**config.mk**
```make
export PLATFORM = sky130hd
export DESIGN_NAME = jamma_joy_scanner
export DESIGN_NICKNAME = d
export VERILOG_FILES = /design/src/rtl/jamma_pkg.sv /design/src/rtl/jamma_debounce.sv /design/src/rtl/jamma_joy_scanner.sv
export SDC_FILE = /design/constraint.sdc
export NUM_CORES = 1
export LEC_CHECK = 0
export CAP_MARGIN = 20
export CORE_ASPECT_RATIO = 0.6
export CORE_MARGIN = 8
export CORE_UTILIZATION = 50
export CTS_CLUSTER_SIZE = 12
export DETAILED_ROUTE_END_ITERATION = 10
export PLACE_DENSITY = 0.88
export SETUP_SLACK_MARGIN = 0.5
export SLEW_MARGIN = 20
export SYNTH_ARGS = -nofsm -noshare
export SYNTH_HDL_FRONTEND = slang
export SYNTH_SLANG_ARGS = --single-unit
```
**constraint.sdc**
```tcl
create_clock -name CLK -period 3.3 [get_ports CLK]
set_clock_uncertainty 0.05 [all_clocks]
set_input_delay 0.66 -clock CLK [delete_from_list [all_inputs] [get_ports CLK]]
set_output_delay 0.66 -clock CLK [all_outputs]
set_load 0.01 [all_outputs]
```
**src/rtl/jamma_pkg.sv**
```systemverilog
// Shared definitions for the JAMMA joystick scanner: bus bit positions,
// scan state encoding, idle word and the SOCD cleaning helper.
package jamma_pkg;

  localparam int JB_UP    = 0;
  localparam int JB_DOWN  = 1;
  localparam int JB_LEFT  = 2;
  localparam int JB_RIGHT = 3;
  localparam int JB_FIRE1 = 4;
  localparam int JB_FIRE2 = 5;
  localparam int JB_FIRE3 = 6;
  localparam int JB_START = 7;

  localparam logic [7:0] JOY_IDLE = 8'hFF;

  typedef enum logic [1:0] {
    P1_SETTLE = 2'd0,
    SAMPLE_P1 = 2'd1,
    P2_SETTLE = 2'd2,
    SAMPLE_P2 = 2'd3
  } scan_state_t;

  // Opposing directions pressed together (both low) are both released.
  function automatic logic [7:0] socd_clean(input logic [7:0] w);
    logic [7:0] r;
    r = w;
    if (!w[JB_UP] && !w[JB_DOWN]) begin
      r[JB_UP]   = 1'b1;
      r[JB_DOWN] = 1'b1;
    end
    if (!w[JB_LEFT] && !w[JB_RIGHT]) begin
      r[JB_LEFT]  = 1'b1;
      r[JB_RIGHT] = 1'b1;
    end
    return r;
  endfunction

endpackage

```
**src/rtl/jamma_debounce.sv**
```systemverilog
// Whole-word debouncer: the output only takes a new value once the same
// word has been seen on DEBOUNCE_SAMPLES consecutive sample strobes.
module jamma_debounce #(
  parameter int W                = 8,
  parameter int DEBOUNCE_SAMPLES = 4
) (
  input  logic         clk,
  input  logic         reset_n,
  input  logic         sample_en,
  input  logic [W-1:0] din,
  output logic [W-1:0] dout
);

  localparam int CW = (DEBOUNCE_SAMPLES > 1) ? $clog2(DEBOUNCE_SAMPLES) : 1;
  localparam logic [CW-1:0] CNT_MAX = CW'(DEBOUNCE_SAMPLES - 1);

  logic [W-1:0]  shadow_reg;
  logic [CW-1:0] count_reg;
  logic [CW-1:0] count_next;
  logic [W-1:0]  dout_reg;

  // Any bit difference restarts the run; a matching sample extends it up to CNT_MAX.
  always_comb begin
    count_next = count_reg;
    if (din == shadow_reg) begin
      if (count_reg != CNT_MAX) count_next = count_reg + CW'(1);
    end else begin
      count_next = '0;
    end
  end

  // Update shadow and run length on each strobe; commit the word when the run is long enough.
  always_ff @(posedge clk) begin
    if (!reset_n) begin
      shadow_reg <= '1;
      count_reg  <= '0;
      dout_reg   <= '1;
    end else if (sample_en) begin
      shadow_reg <= din;
      count_reg  <= count_next;
      if (count_next == CNT_MAX) dout_reg <= din;
    end
  end

  assign dout = dout_reg;

endmodule

```
**src/rtl/jamma_joy_scanner.sv**
```systemverilog
// Scans the shared JAMMA joystick bus for player 1 and player 2 via JSELECT,
// waiting a settle window after each select change before sampling, and
// debounces both players and the coin inputs.
// Optional build macro JOY_SOCD_EN: enables the SOCD cleaner on JOY1/JOY2.
module jamma_joy_scanner
  import jamma_pkg::*;
#(
  parameter int SETTLE_CYCLES    = 16,
  parameter int DEBOUNCE_SAMPLES = 4
) (
  input  logic       CLK,
  input  logic       RESET_N,
  input  logic [7:0] JJOY,
  input  logic [5:0] LOCAL_JOY,
  input  logic [1:0] JCOIN,
  output logic       JSELECT,
  output logic [7:0] JOY1,
  output logic [7:0] JOY2,
  output logic [1:0] COIN,
  output logic       SCAN_TICK
);

  localparam int CNT_W = (SETTLE_CYCLES > 1) ? $clog2(SETTLE_CYCLES) : 1;
  localparam logic [CNT_W-1:0] CNT_RELOAD = CNT_W'(SETTLE_CYCLES - 1);

  scan_state_t      state_reg, state_next;
  logic [CNT_W-1:0] cnt_reg, cnt_next;
  logic             jselect_reg;
  logic             scan_tick_reg;
  logic             sample_p1, sample_p2;
  logic [7:0]       p1_word;
  logic [7:0]       p1_db, p2_db;
  logic [1:0]       coin_db;

  // Scan state, settle counter, registered select decode and end-of-scan pulse.
  always_ff @(posedge CLK) begin
    if (!RESET_N) begin
      state_reg     <= P1_SETTLE;
      cnt_reg       <= CNT_RELOAD;
      jselect_reg   <= 1'b0;
      scan_tick_reg <= 1'b0;
    end else begin
      state_reg     <= state_next;
      cnt_reg       <= cnt_next;
      jselect_reg   <= (state_next == P2_SETTLE) || (state_next == SAMPLE_P2);
      scan_tick_reg <= (state_reg == SAMPLE_P2);
    end
  end

  // Next-state: count down each settle window, sample for one cycle, then reload.
  always_comb begin
    state_next = state_reg;
    cnt_next   = cnt_reg;
    case (state_reg)
      P1_SETTLE: begin
        if (cnt_reg == '0) state_next = SAMPLE_P1;
        else               cnt_next   = cnt_reg - CNT_W'(1);
      end
      SAMPLE_P1: begin
        cnt_next   = CNT_RELOAD;
        state_next = P2_SETTLE;
      end
      P2_SETTLE: begin
        if (cnt_reg == '0) state_next = SAMPLE_P2;
        else               cnt_next   = cnt_reg - CNT_W'(1);
      end
      SAMPLE_P2: begin
        cnt_next   = CNT_RELOAD;
        state_next = P1_SETTLE;
      end
      default: begin
        state_next = P1_SETTLE;
        cnt_next   = CNT_RELOAD;
      end
    endcase
  end

  assign sample_p1 = (state_reg == SAMPLE_P1);
  assign sample_p2 = (state_reg == SAMPLE_P2);

  // The onboard joystick shares the P1 direction and fire bits.
  assign p1_word = {JJOY[7:6], JJOY[5:0] & LOCAL_JOY};

  jamma_debounce #(.W(8), .DEBOUNCE_SAMPLES(DEBOUNCE_SAMPLES)) u_db_p1 (
    .clk       (CLK),
    .reset_n   (RESET_N),
    .sample_en (sample_p1),
    .din       (p1_word),
    .dout      (p1_db)
  );

  jamma_debounce #(.W(8), .DEBOUNCE_SAMPLES(DEBOUNCE_SAMPLES)) u_db_p2 (
    .clk       (CLK),
    .reset_n   (RESET_N),
    .sample_en (sample_p2),
    .din       (JJOY),
    .dout      (p2_db)
  );

  // Coins are not multiplexed, so they are sampled in both sample slots.
  jamma_debounce #(.W(2), .DEBOUNCE_SAMPLES(DEBOUNCE_SAMPLES)) u_db_coin (
    .clk       (CLK),
    .reset_n   (RESET_N),
    .sample_en (sample_p1 | sample_p2),
    .din       (JCOIN),
    .dout      (coin_db)
  );

  // The cleaner is pure logic on the registered debounced words.
`ifdef JOY_SOCD_EN
  assign JOY1 = socd_clean(p1_db);
  assign JOY2 = socd_clean(p2_db);
`else
  assign JOY1 = p1_db;
  assign JOY2 = p2_db;
`endif

  assign COIN      = coin_db;
  assign JSELECT   = jselect_reg;
  assign SCAN_TICK = scan_tick_reg;

endmodule

```
== Yosys cells after proc, flatten, opt, wreduce, memory -nomap -nowiden ==
Index checks and enable logic that the tools add are counted.

* Eq/ne operators: 15
* Multiplexer cells: 11
* $add $sub $neg: 4
* Shift-type cells: 0
* Multiply operators: 0
* Div/mod/pow operators: 0
* $lt $le $gt $ge: 0
* Reduce and logical (&&, ||, !) cells: 8
* Bitwise logic cells: 2

{| class="wikitable"
|+ Operators by type and width
! kind !! count
|-
| == test 8 bit || 2
|-
| two-way mux 2 bit || 8
|-
| == test 2 bit (second input constant) || 7
|-
| != test 2 bit (second input constant) || 4
|-
| case mux 2 bit (4 select lines) || 1
|-
| case mux 4 bit (2 select lines) || 1
|-
| adder 2 x 1 -> 2 bit (second input constant) || 3
|-
| AND 6 bit || 1
|-
| AND reduction 2 bit || 3
|-
| zero test 4 bit || 1
|-
| two-way mux 4 bit || 1
|-
| OR reduction 2 bit || 2
|-
| subtractor 4 x 1 -> 4 bit (second input constant) || 1
|-
| == test 2 x 1 -> 1 bit (second input constant) || 1
|-
| == test 2 bit || 1
|-
| zero test 2 bit || 1
|-
| logical OR 1 bit || 1
|-
| bitwise OR 1 bit || 1
|}

* Memory bits (writable): 0
* Memories: 0
* Register bits after elaboration: 50
* Bits in latches: 0
* ROM bits: 0

== Logic depth before layout (Yosys ltp) ==
Gate-level depths: netlist (run 1).

* Depth after elaboration: 5
* Mapped depth: 7
* Gate-level depth less buffers: 6

== Modules after synthesis ==
A second synthesis (run 1) with hierarchy kept.

* Cell total of the unflattened synthesis: 235
* Area, all modules: 2,215.9 µm²

{| class="wikitable"
|+ Modules (own cells, without submodules)
! module !! area an instance (µm²) !! seq. area each (µm²) !! instances !! cells each
|-
| jamma_debounce at u_db_p1 ... || 769.5 || 360.3 || 2 || 81
|-
| jamma_joy_scanner || 404.1 || 140.1 || 1 || 44
|-
| jamma_debounce at u_db_coin || 272.8 || 120.1 || 1 || 29
|}

== Worst setup path before layout (run 1) ==
Ideal clock, no wire load.

* Path kind: input-to-reg
* Start point: input port JJOY[4]
* End point: register u_db_p2.dout_reg[0], in the netlist u_db_p2.dout[0]
* Path buffers: 0
* Library setup time: 0.120 ns
* Arrival: 1.632 ns
* Slack: 1.499 ns
* Stages: 4
* Path through: xnor2_1 nand4_4 o31a_1 a211o_1

* Longest elaborated chain between the ends: 4

{| class="wikitable"
|+ RTL lines
! what !! line !! RTL
|-
| start, declared || jamma_joy_scanner.sv:13 || <nowiki>input logic [7:0] JJOY,</nowiki>
|-
| == test 8 bit || jamma_debounce.sv:25 || <nowiki>if (din == shadow_reg) begin</nowiki>
|-
| two-way mux 2 bit || jamma_debounce.sv:25 ||
|-
| == test 2 bit || jamma_debounce.sv:41 || <nowiki>if (count_next == CNT_MAX) dout_reg <= din;</nowiki>
|-
| AND reduction 2 bit (no source line) || - ||
|-
| end signal, assigned || jamma_debounce.sv:41 ||
|-
| end, declared || jamma_debounce.sv:20 || <nowiki>logic [W-1:0] dout_reg;</nowiki>
|}

No other way between the ends.
A chain may end at the register's enable or synchronous reset.

== Final worst setup path (run 1) ==
* Start point: input port JJOY[4]
* End point: register u_db_p2.dout_reg[7], in the netlist u_db_p2.dout[7]

The elaborated chain is that of the path after synthesis.

==> results by group, run 1 <==
Detailed routing
  • Via Count: about 1800
  • TritonRoute pass-1 iters: 4
  • Wire per inst: between 10 and 15 um
  • 1st-iter DRT viols: 161
  • Routed met2 length: 2.03 mm
  • Top sig layer: met4
  • Met3 WL: 550 um
  • Met1 wire length: 2.35 mm
  • Detail Route Antenna Nets: 0
  • Vias per cell: 5.36
  • Detailed Route WL: 4.96 mm
  • DRC Markers: 0

STA
  • Max_slew headroom: a little over 50%
  • Part of the cycle the worst path needs: 68.2%
  • Fin. Hold Viols: 0
  • PnR worst setup slack: 1.05 ns
  • Peak Freq: 444 MHz
  • RSZ-0062 raised after global routing: false
  • Post-route setup TNS: 0 ns
  • Hold Slack: ~0.43 ns
  • Worst Tran Pin Value: approximately 0.73 ns
  • Final setup vio count: 0
  • Pins over their slew limit: 0
  • Min Tclk post-route: 2.25 ns

Yosys
  • Syn Area/Cell: 9.31 um2
  • Post-Synthesis Cell Area: ~2200 um2
  • Cell variety after synth: 37
  • Net Count, Synth: between 200 and 300
  • Multiplexer area fraction after synthesis: 11.0%
  • Cell with the most instances after synthesis: dfxtp_1
  • Post-synth top flop: dfxtp_1
  • Post-synth top area cell: dfxtp_1
  • Synth Area in Simple Gates: 20.7%
  • Cells after synthesis: 241
  • Top cell types by occurrence after synthesis: dfxtp_1, nand2_1, mux2i_1, a21oi_1
  • Number of flops mapped to enable cells by yosys: 0
  • Ys Warns: 0
  • Seq/Total Area, Yosys: 43.7%
  • Post-synth ARST share: 0%
  • Largest family of logic cells by synthesized area: simple AND/OR/NAND/NOR gates
  • Top-area cell type share of the netlist area: 43.7%
  • Top post-synthesis cells by area: dfxtp_1, mux2i_1, nand2_1
  • Synth Area in Adders: 3.35%
  • #FFs+latches synth: slightly below 50
  • XOR/XNOR Fraction of Synth Area: under 10%
  • Compound-cell area share of the yosys netlist: around an eighth

Placed design
  • DP HPWL: between 3 and 4 mm
  • IO Port Bufs: 37
  • Worst slack at placement: 0.762 ns
  • Gpl congestion: 0.770

Final layout
  • Layout Area Growth over Synthesis: 23.8%
  • Fillers: 375
  • Number of diodes: 0
  • Final Core Density: 62.5%
  • Share of layout cells above drive strength 1: 7.58%
  • Final Net Count: 300

Clock network
  • CTS Buf Count: 5
  • Root Driver: clkbuf_8
  • Setup Buffers After CTS: 0
  • Clk_lat worst skew: 0.30 ns
  • PostCTS Resize Cnt: 0
  • H-tree levels: 2
  • Cts hold-fix bufs: 0
  • CTS tree: built
  • Clock Path Buffers: 2
  • Reg clk slew, reported paths: roughly 0.09 ns
  • Clock sinks: 49

Worst setup path
  • Arr. time, crit path: 2.43 ns
  • Largest fanout on the critical path: 9
  • Crit path launch type: input port
  • Crit Path Category: input port to flip-flop
  • Critical Path Sink Type: flip-flop
  • Worst EP required: 3.48 ns

Floorplan
  • # IOs: 38
  • Core area: 4450 um2
  • Die area: 6960 um2
  • # rows: 19
  • Die height: around 68 um
  • Chip Width: between 100 and 150 um
  • Initial Util: 50.5%

Global routing
  • Vias in the first global route: 1741
  • Largest net degree at the start of global routing: 35
  • Grt total ovfl: 0
  • GRT Overall Usage: around 15%
  • Initial antenna violation count: 0
  • Global-route wire length before repair: 8.20 mm

Flow run
  • Max cap viols: 0

Pwr
  • Worst vdd ir: about 0.23 mV
  • LEAKAGE: 1.06 nW
  • Power Density: 401 nW/um2
  • Final Power: between 0.001 and 0.0015 W

Worst hold path
  • Hold Crit Class: flip-flop to flip-flop

Outcome
  • Status: finished, final reports clean
-- metrics by stage --
step	std cells	area, um2
5_1_grt	340	2780
4_1_cts	340	2780
2_1_floorplan	241	2240
3_5_place_dp	332	2660
3_3_place_gp	332	2660
6_report	340	2780
-- final cells by class --
type                    instances  area, um2  share of cell area [%]
well taps                      63       78.8                    2.84
repair buffers                 38        378                    13.6
clock inverters                 1       30.0                    1.08
inverters                       7       26.3                   0.946
multi-input cells             175       1200                    43.1
clock buffers                   7       86.3                    3.11
flip-flops and latches         49        981                    35.3
-- critical path, cell delays in order --
cell             delay (ns)
clkdlybuf4s50_1        0.55
xnor2_1                0.34
nand4_4                0.22
nor3_4                 0.42
mux2i_1                0.24
-- routing by layer --
metal,up-vias,global-route usage [%]
met5,-,0
met4,0,3.45
met3,6,5.38
met2,70,22.0
met1,843,20.5
li1,903,-
-- logic make-up (layout without fill, tap and decap cells) --
| family | count (synthesis) | in the layout |
|---|---|---|
| adder cells (fa/ha/maj) | 6 | 6 |
| flip-flops | 49 | 49 |
| multiplexers | 24 | 24 |
| XOR/XNOR | 14 | 14 |
| AO/OA/AOI/OAI | 42 | 42 |
| buffers and inverters | 17 | 53 |
| AND/OR/NAND/NOR | 89 | 89 |
-- cells in the final DEF, fill, tap and decap left out, types with 2 or more instances in the layout --
| cell | synthesis | final |
|---|---|---|
| o31a_1 | 6 | 6 |
| nor2_1 | 9 | 9 |
| and2_1 | 3 | 3 |
| inv_1 | 7 | 7 |
| nor3_1 | 3 | 3 |
| ha_1 | 6 | 6 |
| nand4_4 | 2 | 2 |
| nand3_1 | 3 | 3 |
| nand2b_1 | 7 | 7 |
| a21oi_1 | 11 | 11 |
| o21a_1 | 2 | 2 |
| mux2i_1 | 18 | 18 |
| dfxtp_1 | 49 | 49 |
| nand2_1 | 47 | 47 |
| o21ai_0 | 10 | 10 |
| xor2_1 | 4 | 4 |
| clkdlybuf4s50_1 | 0 | 37 |
| a211o_1 | 6 | 6 |
| xnor2_1 | 10 | 10 |
| mux2_2 | 6 | 6 |
| and3_1 | 6 | 6 |
| o22a_1 | 3 | 3 |
| clkbuf_8 | 0 | 6 |
-- worst paths after layout --
| check | to | cells after the start | slack (ns) | startpoint |
|---|---|---|---|---|
| min reg2reg | u_db_coin.dout[1] | 2 | 0.43 | u_db_coin.dout[1] |
| min | u_db_coin.dout[1] | 2 | 0.43 | u_db_coin.dout[1] |
| max reg2reg | u_db_p1.dout[5] | 6 | 1.11 | state_reg[1] |
| max | u_db_p2.dout[7] | 5 | 1.05 | JJOY[4] |
-- power by group --
part	internal, W	switching [W]
combinational	0.0000343	0.0000450
sequential	0.000594	0.00000254
clock	0.000247	0.000190
total	0.000875	0.000238
Note: power is estimated with default switching activity, not from simulation.
==> run 2: changes to the inputs <==
--- a/config.mk
+++ b/config.mk
@@ -8,10 +8,10 @@
 export CAP_MARGIN = 20
 export CORE_ASPECT_RATIO = 0.6
 export CORE_MARGIN = 8
-export CORE_UTILIZATION = 50
+export CORE_UTILIZATION = 47
 export CTS_CLUSTER_SIZE = 12
 export DETAILED_ROUTE_END_ITERATION = 10
-export PLACE_DENSITY = 0.88
+export PLACE_DENSITY = 0.87
 export SETUP_SLACK_MARGIN = 0.5
 export SLEW_MARGIN = 20
 export SYNTH_ARGS = -nofsm -noshare
==> constraint.sdc (replaced) <==
create_clock -name CLK -period 1.9 [get_ports CLK]
set_clock_uncertainty 0.05 [all_clocks]
set_input_delay 0.38 -clock CLK [delete_from_list [all_inputs] [get_ports CLK]]
set_output_delay 0.38 -clock CLK [all_outputs]
set_load 0.01 [all_outputs]
==> run 2 against run 1 <==
  * Count of clock-buffer cells in the layout fell by 1
  * Critical endpoint is now u_db_coin.dout[0]
  * Final area rose by 17%
  * Non-clock buffer count rose by 33
  * Register-to-register slack got worse by 0.71 ns
  * Sequential share of layout area fell by 4.4 points
  * Wire length rose by 23%
  * Utilization rose by 8.2 points
  * Worst setup slack got worse by 0.65 ns
  * First-iteration DRC count fell by 14%
  * Critical path type is now flip-flop to flip-flop
  * Worst hold slack got worse by 0.052 ns
  * Clock power rose by 37%
  * Cell count rose by 10%
==> results by group, run 2 (synthesized netlist as in run 1, its figures left out) <==
Placed design
  • Gpl congestion: 0.793
  • IO Port Bufs: 37
  • DP HPWL: 4.16 mm
  • Placed Cells: 346

Final layout
  • Share of layout cells above drive strength 1: between 30% and 40%
  • Multi-input gate area in the final layout: 1420 um2
  • Layout Area Growth over Synthesis: 44.6%
  • Commonest non-fill, non-tap cell in the layout: nand2_1
  • Final Net Count: 333
  • Fillers: 335
  • Most frequent cells in the layout: nand2_1, dfxtp_1, buf_4
  • Sequential Area: between 1000 and 1500 um2
  • Final std cells w/o fill: 374
  • Final Core Density: 70.7%

Detailed routing
  • Vias per cell: roughly 5.4
  • DRC Markers: 0
  • TritonRoute pass-1 iters: 4
  • Wire per inst: 16.3 um
  • 1st-iter DRT viols: 139
  • Detail Route Antenna Nets: 0
  • Via Count: 2035
  • Detailed Route WL: 6.11 mm

Worst setup path
  • Crit Path Category: flip-flop to flip-flop
  • Critical Path Sink Type: flip-flop
  • Slowest stage delay, CP: roughly 0.37 ns
  • RR Startpoint: state_reg[1]
  • Slowest cell on crit path: dfxtp_4
  • Worst EP required: ~2 ns
  • Crit path launch: state_reg[1]
  • Largest fanout on the critical path: 4
  • Crit path launch type: flip-flop
  • Crit-path cells: inv_4, ha_4, buf_6, or2_4, and4_4, mux2i_1, nand2_1
  • Arr. time, crit path: 1.65 ns
  • Worst reg2reg setup slack: 0.40 ns

STA
  • Pins over their slew limit: 0
  • Fin. Hold Viols: 0
  • Min Tclk post-route: 1.50 ns
  • Max_slew headroom: 82.5%
  • Worst Tran Pin Value: about 0.26 ns
  • RSZ-0062 raised after global routing: true
  • Part of the cycle the worst path needs: 78.9%
  • Final setup vio count: 0
  • Peak Freq: 667 MHz
  • Post-route setup TNS: 0 ns

Clock network
  • H-tree levels: 2
  • Reg clk slew, reported paths: 0.09 ns
  • Clock Path Buffers: 2
  • Root Driver: clkbuf_8
  • CTS tree: built
  • CTS Buf Count: 5
  • Clock sinks: 49
  • Clk_lat worst skew: 0.31 ns

Floorplan
  • # IOs: 38
  • Die height: around 70 um
  • Die area: 7310 um2
  • # rows: 19
  • Chip Width: 105 um
  • Core area: approximately 4600 um2
  • Initial Util: 48.9%

Worst hold path
  • Worst Hold Launch: JJOY[3]
  • Hold Crit Class: input port to flip-flop

Pwr
  • Switching Share: between 20% and 30%
  • Clock share of power: about 33%
  • Final Power: between 0.0015 and 0.002 W
  • LEAKAGE: 1.35 nW
  • Worst vdd ir: ~0.4 mV
  • Flop pwr share: between 50% and 60%
  • Logic pwr share: 10.3%
  • P_sw: roughly 0.00045 W
  • Power Density: approximately 560 nW/um2
  • Internal power: 0.00137 W

Global routing
  • GRT Overall Usage: between 10% and 20%
  • Vias in the first global route: 2046
  • Global-route wire length before repair: 10.1 mm
  • Largest net degree at the start of global routing: 23
  • Initial antenna violation count: 1
  • Grt total ovfl: 0

Flow run
  • Max cap viols: 0

Outcome
  • Status: finished, final reports clean
run 2: cell count changes in the layout (fill, tap and decap cells not counted), moves of 4 or more:
cell	delta
xnor2_1	-9
buf_6	+5
clkdlybuf4s50_1	-35
buf_4	+26
buf_2	+5
inv_1	-4
dlygate4sd2_1	+16
dfxtp_1	-14
dfxtp_2	+12
xnor2_2	+8
clkdlybuf4s15_1	+8
run 2: power groups by stage:
stage          logic [W]  registers (W)  clock network [W]
2_1_floorplan  0.0000711        0.00106                  0
3_3_place_gp    0.000160        0.00106                  0
3_5_place_dp    0.000164        0.00106                  0
4_1_cts         0.000180        0.00103           0.000605
5_1_grt         0.000203        0.00104           0.000662
6_report        0.000188        0.00103           0.000598
run 2: path summary, 6_finish.rpt:
check,end,cells past startpoint
setup / recovery,u_db_coin.dout[0],7
setup reg to reg,u_db_coin.dout[0],7
hold / removal,u_db_p2.shadow_reg[3],3
hold reg to reg,u_db_coin.dout[1],2
run 2: what timing repair did:
| action | 4_1_cts | 5_1_grt |
|---|---|---|
| pin swaps | 19 | 26 |
| gates resized for setup | 83 | 42 |
| endpoints found under the setup margin | 46 | 41 |
| buffers inserted | 16 | 3 |
| endpoints found under the hold margin | 0 | 0 |
| hold buffers | 0 | 0 |
run 2: through the flow:
step / area, um2 / hold WS [ns] / setup WS (ns)
floorplan: 2360 / 0.395 / 0.402
global placement: 2890 / 0.408 / -0.221
detailed placement: 2890 / 0.414 / -0.257
CTS: 3170 / 0.424 / 0.378
global route: 3240 / 0.396 / 0.343
finish: 3240 / 0.379 / 0.400
run 2: worst max-delay path: cells and delay by family, from the launching register on:
family | cells | cell delay [ns]
flops | 1 | 0.37
mux | 1 | 0.14
fa+ha+maj | 1 | 0.17
simple gates | 3 | 0.50
buf+inv | 2 | 0.17
run 2: area by class of cell:
type | instances | share of cell area (%)
Sequential cell | 49 | 30.9
Clock buffer | 6 | 2.24
Multi-Input combinational cell | 175 | 43.6
Clock inverter | 2 | 0.309
Inverter | 7 | 1.00
Antenna cell | 1 | 0.0772
Timing Repair Buffer | 71 | 19.4
Tap cell | 63 | 2.43
run 2: per-layer routing:
| layer | track usage (%) | wire length (um) |
|---|---|---|
| met1 | 20.8 | 2730 |
| met2 | 27.3 | 2870 |
| met3 | 5.84 | 427 |
| met4 | 5.97 | 78 |
| met5 | 0 | 0 |
